### src/rtl/microwave_pkg.sv
// Shared types and constants for the microwave keypad/timer front end.
// Latency: n/a (declarations only).
// Backpressure: n/a.
package microwave_pkg;

    // Width of one BCD digit on the load bus.
    localparam int BCD_W = 4;

    // Default largest legal tens-of-seconds digit when starting a cook.
    localparam int MAX_TENS_DEF = 5;

    // Default number of digits accepted per entry (m:ss).
    localparam int MAX_DIGITS_DEF = 3;

    // Highest key code that is a real decimal digit; anything above is rejected.
    localparam logic [BCD_W-1:0] ILLEGAL_CODE = 4'd9;

    // Run-control states.
    typedef enum logic [2:0] {
        IDLE  = 3'd0,
        ENTRY = 3'd1,
        LOAD  = 3'd2,
        RUN   = 3'd3,
        PAUSE = 3'd4,
        DONE  = 3'd5
    } state_t;

    // True when a key code is a decimal digit 0-9.
    function automatic logic is_digit(input logic [BCD_W-1:0] code);
        return code <= ILLEGAL_CODE;
    endfunction

endpackage

### src/rtl/registrador_digitos.sv
// Three-digit BCD shift register with digit counter for keypad time entry.
// Latency: shifted/cleared value visible the cycle after the shift/clr strobe.
// Backpressure: none; caller must not shift while full (full is a status output).
module registrador_digitos
    import microwave_pkg::*;
#(
    parameter int MAX_DIGITS = MAX_DIGITS_DEF
) (
    input  logic             clk,
    input  logic             clear,
    input  logic             shift,
    input  logic             clr,
    input  logic [BCD_W-1:0] digit,
    output logic [BCD_W-1:0] ent_us,
    output logic [BCD_W-1:0] ent_ds,
    output logic [BCD_W-1:0] ent_m,
    output logic             full
);

    localparam int CW = $clog2(MAX_DIGITS + 1);

    logic [CW-1:0] count;

    // Digits enter at the units end and move up towards minutes; clr wins over shift.
    always_ff @(posedge clk or negedge clear) begin
        if (!clear) begin
            ent_us <= '0;
            ent_ds <= '0;
            ent_m  <= '0;
            count  <= '0;
        end else if (clr) begin
            ent_us <= '0;
            ent_ds <= '0;
            ent_m  <= '0;
            count  <= '0;
        end else if (shift) begin
            ent_m  <= ent_ds;
            ent_ds <= ent_us;
            ent_us <= digit;
            count  <= count + 1'b1;
        end
    end

    // Entry is complete once every digit position has been keyed.
    assign full = (count == CW'(MAX_DIGITS));

endmodule

### src/rtl/entrada_tempo.sv
// Keypad time entry and run control: collects m:ss, validates, drives counter load/enable.
// Latency: start accepted at edge t -> load high in cycle t+1 -> enable high from t+2.
// Backpressure: none; strobes resolved cancel > start > digit, losers dropped silently.
module entrada_tempo
    import microwave_pkg::*;
#(
    parameter int MAX_DIGITS = MAX_DIGITS_DEF,
    parameter int MAX_TENS   = MAX_TENS_DEF
) (
    input  logic             clk,
    input  logic             clear,
    input  logic             key_valid,
    input  logic [BCD_W-1:0] key_digit,
    input  logic             start_key,
    input  logic             cancel_key,
    input  logic             timer_zero,
    output logic [BCD_W-1:0] ent_us,
    output logic [BCD_W-1:0] ent_ds,
    output logic [BCD_W-1:0] ent_m,
    output logic             load,
    output logic             enable,
    output logic             done_pulse,
    output logic             err_pulse
);

    state_t state;
    state_t state_nxt;
    logic   shift;
    logic   clr;
    logic   err_nxt;
    logic   full;
    logic   value_bad;

    registrador_digitos #(
        .MAX_DIGITS (MAX_DIGITS)
    ) u_digitos (
        .clk    (clk),
        .clear  (clear),
        .shift  (shift),
        .clr    (clr),
        .digit  (key_digit),
        .ent_us (ent_us),
        .ent_ds (ent_ds),
        .ent_m  (ent_m),
        .full   (full)
    );

    // A cook cannot start on 0:00 or with more than MAX_TENS tens of seconds.
    assign value_bad = (ent_ds > BCD_W'(MAX_TENS)) ||
                       ((ent_m == '0) && (ent_ds == '0) && (ent_us == '0));

    // Next-state and digit-register control; cancel beats start beats digit.
    always_comb begin
        state_nxt = state;
        shift     = 1'b0;
        clr       = 1'b0;
        err_nxt   = 1'b0;
        case (state)
            IDLE, ENTRY: begin
                if (cancel_key) begin
                    // Cancel in IDLE is a no-op; in ENTRY it discards the entry.
                    if (state == ENTRY) begin
                        clr       = 1'b1;
                        state_nxt = IDLE;
                    end
                end else if (start_key) begin
                    // Start in IDLE is ignored since the value is 0:00 there.
                    if (state == ENTRY) begin
                        if (value_bad) begin
                            err_nxt = 1'b1;
                        end else begin
                            state_nxt = LOAD;
                        end
                    end
                end else if (key_valid) begin
                    if (!is_digit(key_digit) || full) begin
                        err_nxt = 1'b1;
                    end else begin
                        shift     = 1'b1;
                        state_nxt = ENTRY;
                    end
                end
            end
            LOAD: begin
                state_nxt = RUN;
            end
            RUN: begin
                // Reaching zero ends the cook even if cancel arrives the same cycle.
                if (timer_zero) begin
                    state_nxt = DONE;
                end else if (cancel_key) begin
                    state_nxt = PAUSE;
                end
            end
            PAUSE: begin
                if (cancel_key) begin
                    clr       = 1'b1;
                    state_nxt = IDLE;
                end else if (start_key) begin
                    state_nxt = RUN;
                end
            end
            DONE: begin
                clr       = 1'b1;
                state_nxt = IDLE;
            end
            default: begin
                clr       = 1'b1;
                state_nxt = IDLE;
            end
        endcase
    end

    // State register with outputs decoded from the next state so they are registered.
    always_ff @(posedge clk or negedge clear) begin
        if (!clear) begin
            state      <= IDLE;
            load       <= 1'b0;
            enable     <= 1'b0;
            done_pulse <= 1'b0;
            err_pulse  <= 1'b0;
        end else begin
            state      <= state_nxt;
            load       <= (state_nxt == LOAD);
            enable     <= (state_nxt == RUN);
            done_pulse <= (state_nxt == DONE);
            err_pulse  <= err_nxt;
        end
    end

endmodule

### config.mk
export PLATFORM = sky130hd
export DESIGN_NAME = entrada_tempo
export DESIGN_NICKNAME = d
export VERILOG_FILES = /design/src/rtl/microwave_pkg.sv /design/src/rtl/registrador_digitos.sv /design/src/rtl/entrada_tempo.sv
export SDC_FILE = /design/constraint.sdc
export NUM_CORES = 1
export LEC_CHECK = 0
export CORE_MARGIN = 5
export CORE_UTILIZATION = 45
export DETAILED_ROUTE_END_ITERATION = 7
export PLACE_DENSITY_LB_ADDON = 0.08
export REMOVE_ABC_BUFFERS = 1
export SETUP_SLACK_MARGIN = 0.1
export SLEW_MARGIN = 20
export SYNTH_ARGS = -nofsm -noshare
export SYNTH_HDL_FRONTEND = slang
export SYNTH_SLANG_ARGS = --single-unit
### constraint.sdc
create_clock -name clk -period 2.21 [get_ports clk]
set_clock_uncertainty 0.1 [all_clocks]
set_input_delay 0.442 -clock clk [delete_from_list [all_inputs] [get_ports clk]]
set_output_delay 0.442 -clock clk [all_outputs]
set_load 0.01 [all_outputs]
== Word-level counts from Yosys, hierarchy flattened ==
Index checks and enable logic that the tools add are counted.

* Equal/unequal tests: 8
* Order comparisons: 2
* Muxes and demuxes: 36
* Reduce and logical (&&, ||, !) cells: 12
* $add $sub $neg: 1

{| class="wikitable"
|+ Operators by type and width
! operator !! number
|-
| 2-to-1 mux 3 bit || 11
|-
| 2-to-1 mux 4 bit || 6
|-
| 2-to-1 mux 1 bit || 15
|-
| == test 3 x 2 -> 1 bit, second input constant || 4
|-
| zero test 4 bit || 3
|-
| one-hot mux 3 bit (4 select lines) || 1
|-
| == test 3 bit, second input constant || 2
|-
| > comparator 4 x 3 -> 1 bit, second input constant || 1
|-
| <= comparator 4 bit, second input constant || 1
|-
| 2-to-1 mux 2 bit || 2
|-
| OR reduction 2 bit || 2
|-
| == test 3 x 1 -> 1 bit, second input constant || 1
|-
| zero test 3 bit || 1
|-
| one-hot mux 1 bit (3 select lines) || 1
|-
| adder 2 x 1 -> 2 bit, second input constant || 1
|-
| == test 2 bit, second input constant || 1
|-
| logical AND 1 bit || 2
|-
| logical OR 1 bit || 2
|-
| nonzero test 2 bit || 1
|-
| zero test 1 bit || 1
|}

* Flip-flop bits (word level): 21
* Output and inout port bits: 16
* Bits of input ports: 10
* Logic and storage cells: 68

== Depth between registers and ports, before layout ==
* Depth after elaboration: 10
* Depth in mapped cells: 6
* Depth with buffers taken out: 5

== Modules after synthesis ==
From an unflattened synthesis, not the netlist that was laid out.

* Cells, all modules: 96
* Area total of the unflattened synthesis: 1048.5 um^2

{| class="wikitable"
|+ By module, submodules not included
! module !! seq. area each (um^2) !! area an instance (um^2) !! instances !! cells each
|-
| registrador_digitos || 350.3 || 593.1 || 1 || 46
|-
| entrada_tempo || 175.2 || 455.4 || 1 || 50
|}

== Least setup slack after synthesis ==
No wires, ideal clock.

* Kind: register to register
* From: register u_digitos.count[0]
* To: register u_digitos.ent_m[1]
* Clock period less this slack: 1.666 ns
* Slack: 0.544 ns
* Buffers on the path: 1
* Library setup time: 0.121 ns
* Cell stages (with the launch flop): 7
* Arrival: 1.445 ns
* Required time: 1.989 ns
* Path through: dfrtp_1 ha_1 nor3b_2 and2_4 o311ai_4 buf_6 a22o_1

* Word-level cells in the longest chain between the ends: 8

{| class="wikitable"
|+ RTL lines
! what !! RTL line !! source
|-
| start: declaration || registrador_digitos.sv:22 || <nowiki>logic [CW-1:0] count;</nowiki>
|-
| start signal: assignment || registrador_digitos.sv:40 || <nowiki>count <= count + 1'b1;</nowiki>
|-
| == test 2 bit || registrador_digitos.sv:45 || <nowiki>assign full = (count == CW'(MAX_DIGITS));</nowiki>
|-
| logical OR 1 bit || entrada_tempo.sv:76 || <nowiki>if (!is_digit(key_digit) || full) begin</nowiki>
|-
| 2-to-1 mux 1 bit || entrada_tempo.sv:76 ||
|-
| 2-to-1 mux 1 bit || entrada_tempo.sv:75 || <nowiki>end else if (key_valid) begin</nowiki>
|-
| 2-to-1 mux 1 bit || entrada_tempo.sv:66 || <nowiki>end else if (start_key) begin</nowiki>
|-
| 2-to-1 mux 1 bit || entrada_tempo.sv:60 || <nowiki>if (cancel_key) begin</nowiki>
|-
| 2-to-1 mux 1 bit || entrada_tempo.sv:58 || <nowiki>case (state)</nowiki>
|-
| nonzero test 2 bit (no source line) || n/a ||
|-
| end signal: assignment || registrador_digitos.sv:37 || <nowiki>ent_m <= ent_ds;</nowiki>
|-
| end: declaration || registrador_digitos.sv:16 || <nowiki>output logic [BCD_W-1:0] ent_m,</nowiki>
|}

No other way between the ends.
A chain may end at the register's enable or synchronous reset.

== Worst setup path after layout ==
* From: register u_digitos.ent_ds[1]
* To: output ent_ds[1]

{| class="wikitable"
|+ RTL lines
! what !! RTL line !! source
|-
| start: declaration || registrador_digitos.sv:15 || <nowiki>output logic [BCD_W-1:0] ent_ds,</nowiki>
|-
| start signal: assignment || registrador_digitos.sv:38 || <nowiki>ent_ds <= ent_us;</nowiki>
|-
| end: declaration || entrada_tempo.sv:18 || <nowiki>output logic [BCD_W-1:0] ent_ds,</nowiki>
|}

No word-level cell between the ends.

==> results.json <==
{
  "endpoint_kind": "primary output",
  "synth_warnings": 0,
  "worstSetupEndpoint": "ent_ds[1]",
  "post_cts_buffers": 0,
  "cp_slowest_cell": "clkdlybuf4s50_1",
  "drtAntennaViolNets": 0,
  "cts_num_sinks": 21,
  "clock.fmax_ghz": 0.5313,
  "crit_cells": 1,
  "cp.required_ps": 1670,
  "setup_tns_ps": 0,
  "fillers": 202,
  "yosys.area_share.simple_pct": 14.11,
  "synth_top_cells_by_area": "dfrtp_1 52%, a22o_1 11%, o311ai_4 2.6%",
  "drive_gt1_share_pct": 11.50,
  "slowest_delay_ps": 580,
  "antenna_found_initial": 0,
  "slew_headroom_pct": 62.77,
  "avgRoutedWirePerCell_um": 15.57,
  "synth.cell_area_um2": 1002,
  "place_inst": 137,
  "timing.rr.start": "u_digitos.count[0]$_DFFE_PN0P_",
  "ys_types": 35,
  "r2r_end": "u_digitos.ent_us[0]$_DFFE_PN0P_",
  "cp-start-kind": "flop",
  "final_max_slew_viol_count": 0,
  "clkLatencyLatePin_ps": 300,
  "port_buffers": 25,
  "fin_cells": 141,
  "yosysMostFrequentCell": "dfrtp_1",
  "cts_resized": 0,
  "vias": 792,
  "num_rows": 17,
  "core_area_um2": 2170,
  "synth-seq-cells": 21,
  "path_max_fanout": 5,
  "rsz0062_at_grt": "no",
  "dp.final_hpwl_um": 1701,
  "power.density_nw_per_um2": 862.6,
  "io_pins": 26,
  "synth_largest_area_cell": "dfrtp_1",
  "synth_top_family_by_area": "compound AO/OA/AOI/OAI gates",
  "fp.dieH_um": 57.19,
  "synth_xor_area_share_pct": 0,
  "ir_drop_mv": 0.5167,
  "synth_edf_count": 0,
  "antenna_cells": 0,
  "grt_overflow": 0,
  "arrival_ps": 1340,
  "start_util_pct": 46.19,
  "drt_iter0_drc": 13,
  "syn-instance-count": 86,
  "synth-adder-area-share_pct": 1.248,
  "fin_crit_sh_pct": 85.17,
  "cts_htree_levels": 1,
  "firstDrtPassIters": 4,
  "p_total_mw": 1.124,
  "hold_violations": 0,
  "min_path_type": "input pin to asynchronous set/reset pin",
  "nNetsFinal": 125,
  "ff2ff_path_depth": 5,
  "avgSynthCellArea_um2": 11.65,
  "die_x_um": 57.19,
  "drv_cap": 0,
  "path_cells": "clkdlybuf4s50_1",
  "drt_wl_total_um": 2196,
  "synth_common_cells": "21 x dfrtp_1, 13 x a22o_1, 5 x inv_1, 4 x a21oi_1",
  "holdWs_ps": 365.8,
  "synthMuxAreaShare_pct": 0,
  "grt_usage_pct": 14.46,
  "fin_crit_ps": 1882,
  "finalSetupViolations": 0,
  "syn_to_final_growth_pct": 29.96,
  "cts_buffers": 3,
  "grt_pass1_wl_um": 3691,
  "synth_compound_area_share_pct": 26.97,
  "cts_tree": "done",
  "r2r_slack_ps": 400,
  "grt_max_degree": 22,
  "cts_root_buffer": "clkbuf_4",
  "seq_area_frac_synth_pct": 52.43,
  "path_buf_inv": 1,
  "hold_buffers": 0,
  "final_util_pct": 60.03,
  "critPathLaunch": "u_digitos.ent_ds[1]$_DFFE_PN0P_",
  "worst_pin_slew_ps": 557.1,
  "status": "finished, final reports clean",
  "synth_top_area_share_pct": 52.43,
  "ys_async_sr_fraction_pct": 100.0,
  "drcViolationCount": 0,
  "viasPerCell": 5.617,
  "gp_congestion": 0.8572,
  "leakage_nw": 0.5675,
  "synthFlopType": "dfrtp_1",
  "clk_pin_slew_worst_paths_ps": 120,
  "clock_path_buffers": 2,
  "path_class": "flop to primary output",
  "critPathTopFamily": "buffers and inverters",
  "grt_pass1_vias": 785,
  "die_area_um2": 3271
}
-- layer usage --
layer | track usage, % | part of all wire [%] | up-vias
li1 | - | - | 379
met1 | 19.20 | 44 | 391
met2 | 23.00 | 50 | 20
met3 | 3.620 | 5.5 | 2
met4 | 4.967 | 0.64 | 0
met5 | 0 | 0 | -
-- registers in the layout, indices dropped and copies added (netlist names) --
name	count
done_pulse	1
enable	1
err_pulse	1
load	1
state	3
u_digitos.count	2
u_digitos.ent_ds	4
u_digitos.ent_m	4
u_digitos.ent_us	4
-- kinds of logic after synthesis --
group	Yosys count
fa+ha+maj	1
simple gates	22
flops	21
buf+inv	10
compound gates	32
-- report_power, final --
group          internal (mW)  total, mW  leakage, nW  switching, mW
clock network         0.0702      0.179       0.0150          0.109
registers              0.448      0.536        0.288         0.0882
logic                  0.217      0.408        0.265          0.191
total                  0.735       1.12        0.568          0.388
-- area by class of cell --
type | instances | area (um2) | share of cell area (%)
Inverter | 5 | 18.77 | 1.441
Clock buffer | 4 | 26.28 | 2.017
Multi-Input combinational cell | 55 | 424.2 | 32.56
Tap cell | 28 | 35.03 | 2.690
Sequential cell | 21 | 525.5 | 40.35
Timing Repair Buffer | 28 | 272.8 | 20.94
-- metrics by stage --
stage	setup slack (ps)	cell area, um2
5_1_grt	276.9	1303
3_3_place_gp	99.53	1276
4_1_cts	307.9	1303
6_report	327.8	1303
3_5_place_dp	68.22	1276
2_1_floorplan	604.1	968.4
-- layout by cell type (no fill, tap or decap), types with 2 or more instances in the layout --
cell type | synthesis | final
o21ai_0 | 3 | 3
clkbuf_4 | 0 | 3
dfrtp_1 | 21 | 21
nand2_1 | 2 | 2
o21ai_1 | 2 | 2
inv_1 | 5 | 5
a21oi_1 | 4 | 4
nand2b_1 | 2 | 2
nor3_1 | 3 | 3
nor2b_1 | 3 | 3
clkdlybuf4s50_1 | 0 | 25
a22o_1 | 13 | 13
buf_4 | 1 | 3
and3_1 | 2 | 2
nor4_1 | 2 | 2
-- worst min path at each step --
stage,from,to,slack (ps),cells after the start
floorplan,clear,done_pulse$_DFF_PN0_,50,0
global placement,u_digitos.count[1]$_DFFE_PN0P_,u_digitos.count[1]$_DFFE_PN0P_,400,1
detailed placement,u_digitos.count[1]$_DFFE_PN0P_,u_digitos.count[1]$_DFFE_PN0P_,420,1
CTS,clear,u_digitos.ent_us[3]$_DFFE_PN0P_,370,2
global route,clear,u_digitos.ent_m[0]$_DFFE_PN0P_,390,2
finish,clear,u_digitos.ent_us[3]$_DFFE_PN0P_,370,2
(Power assumes the default switching activity.)
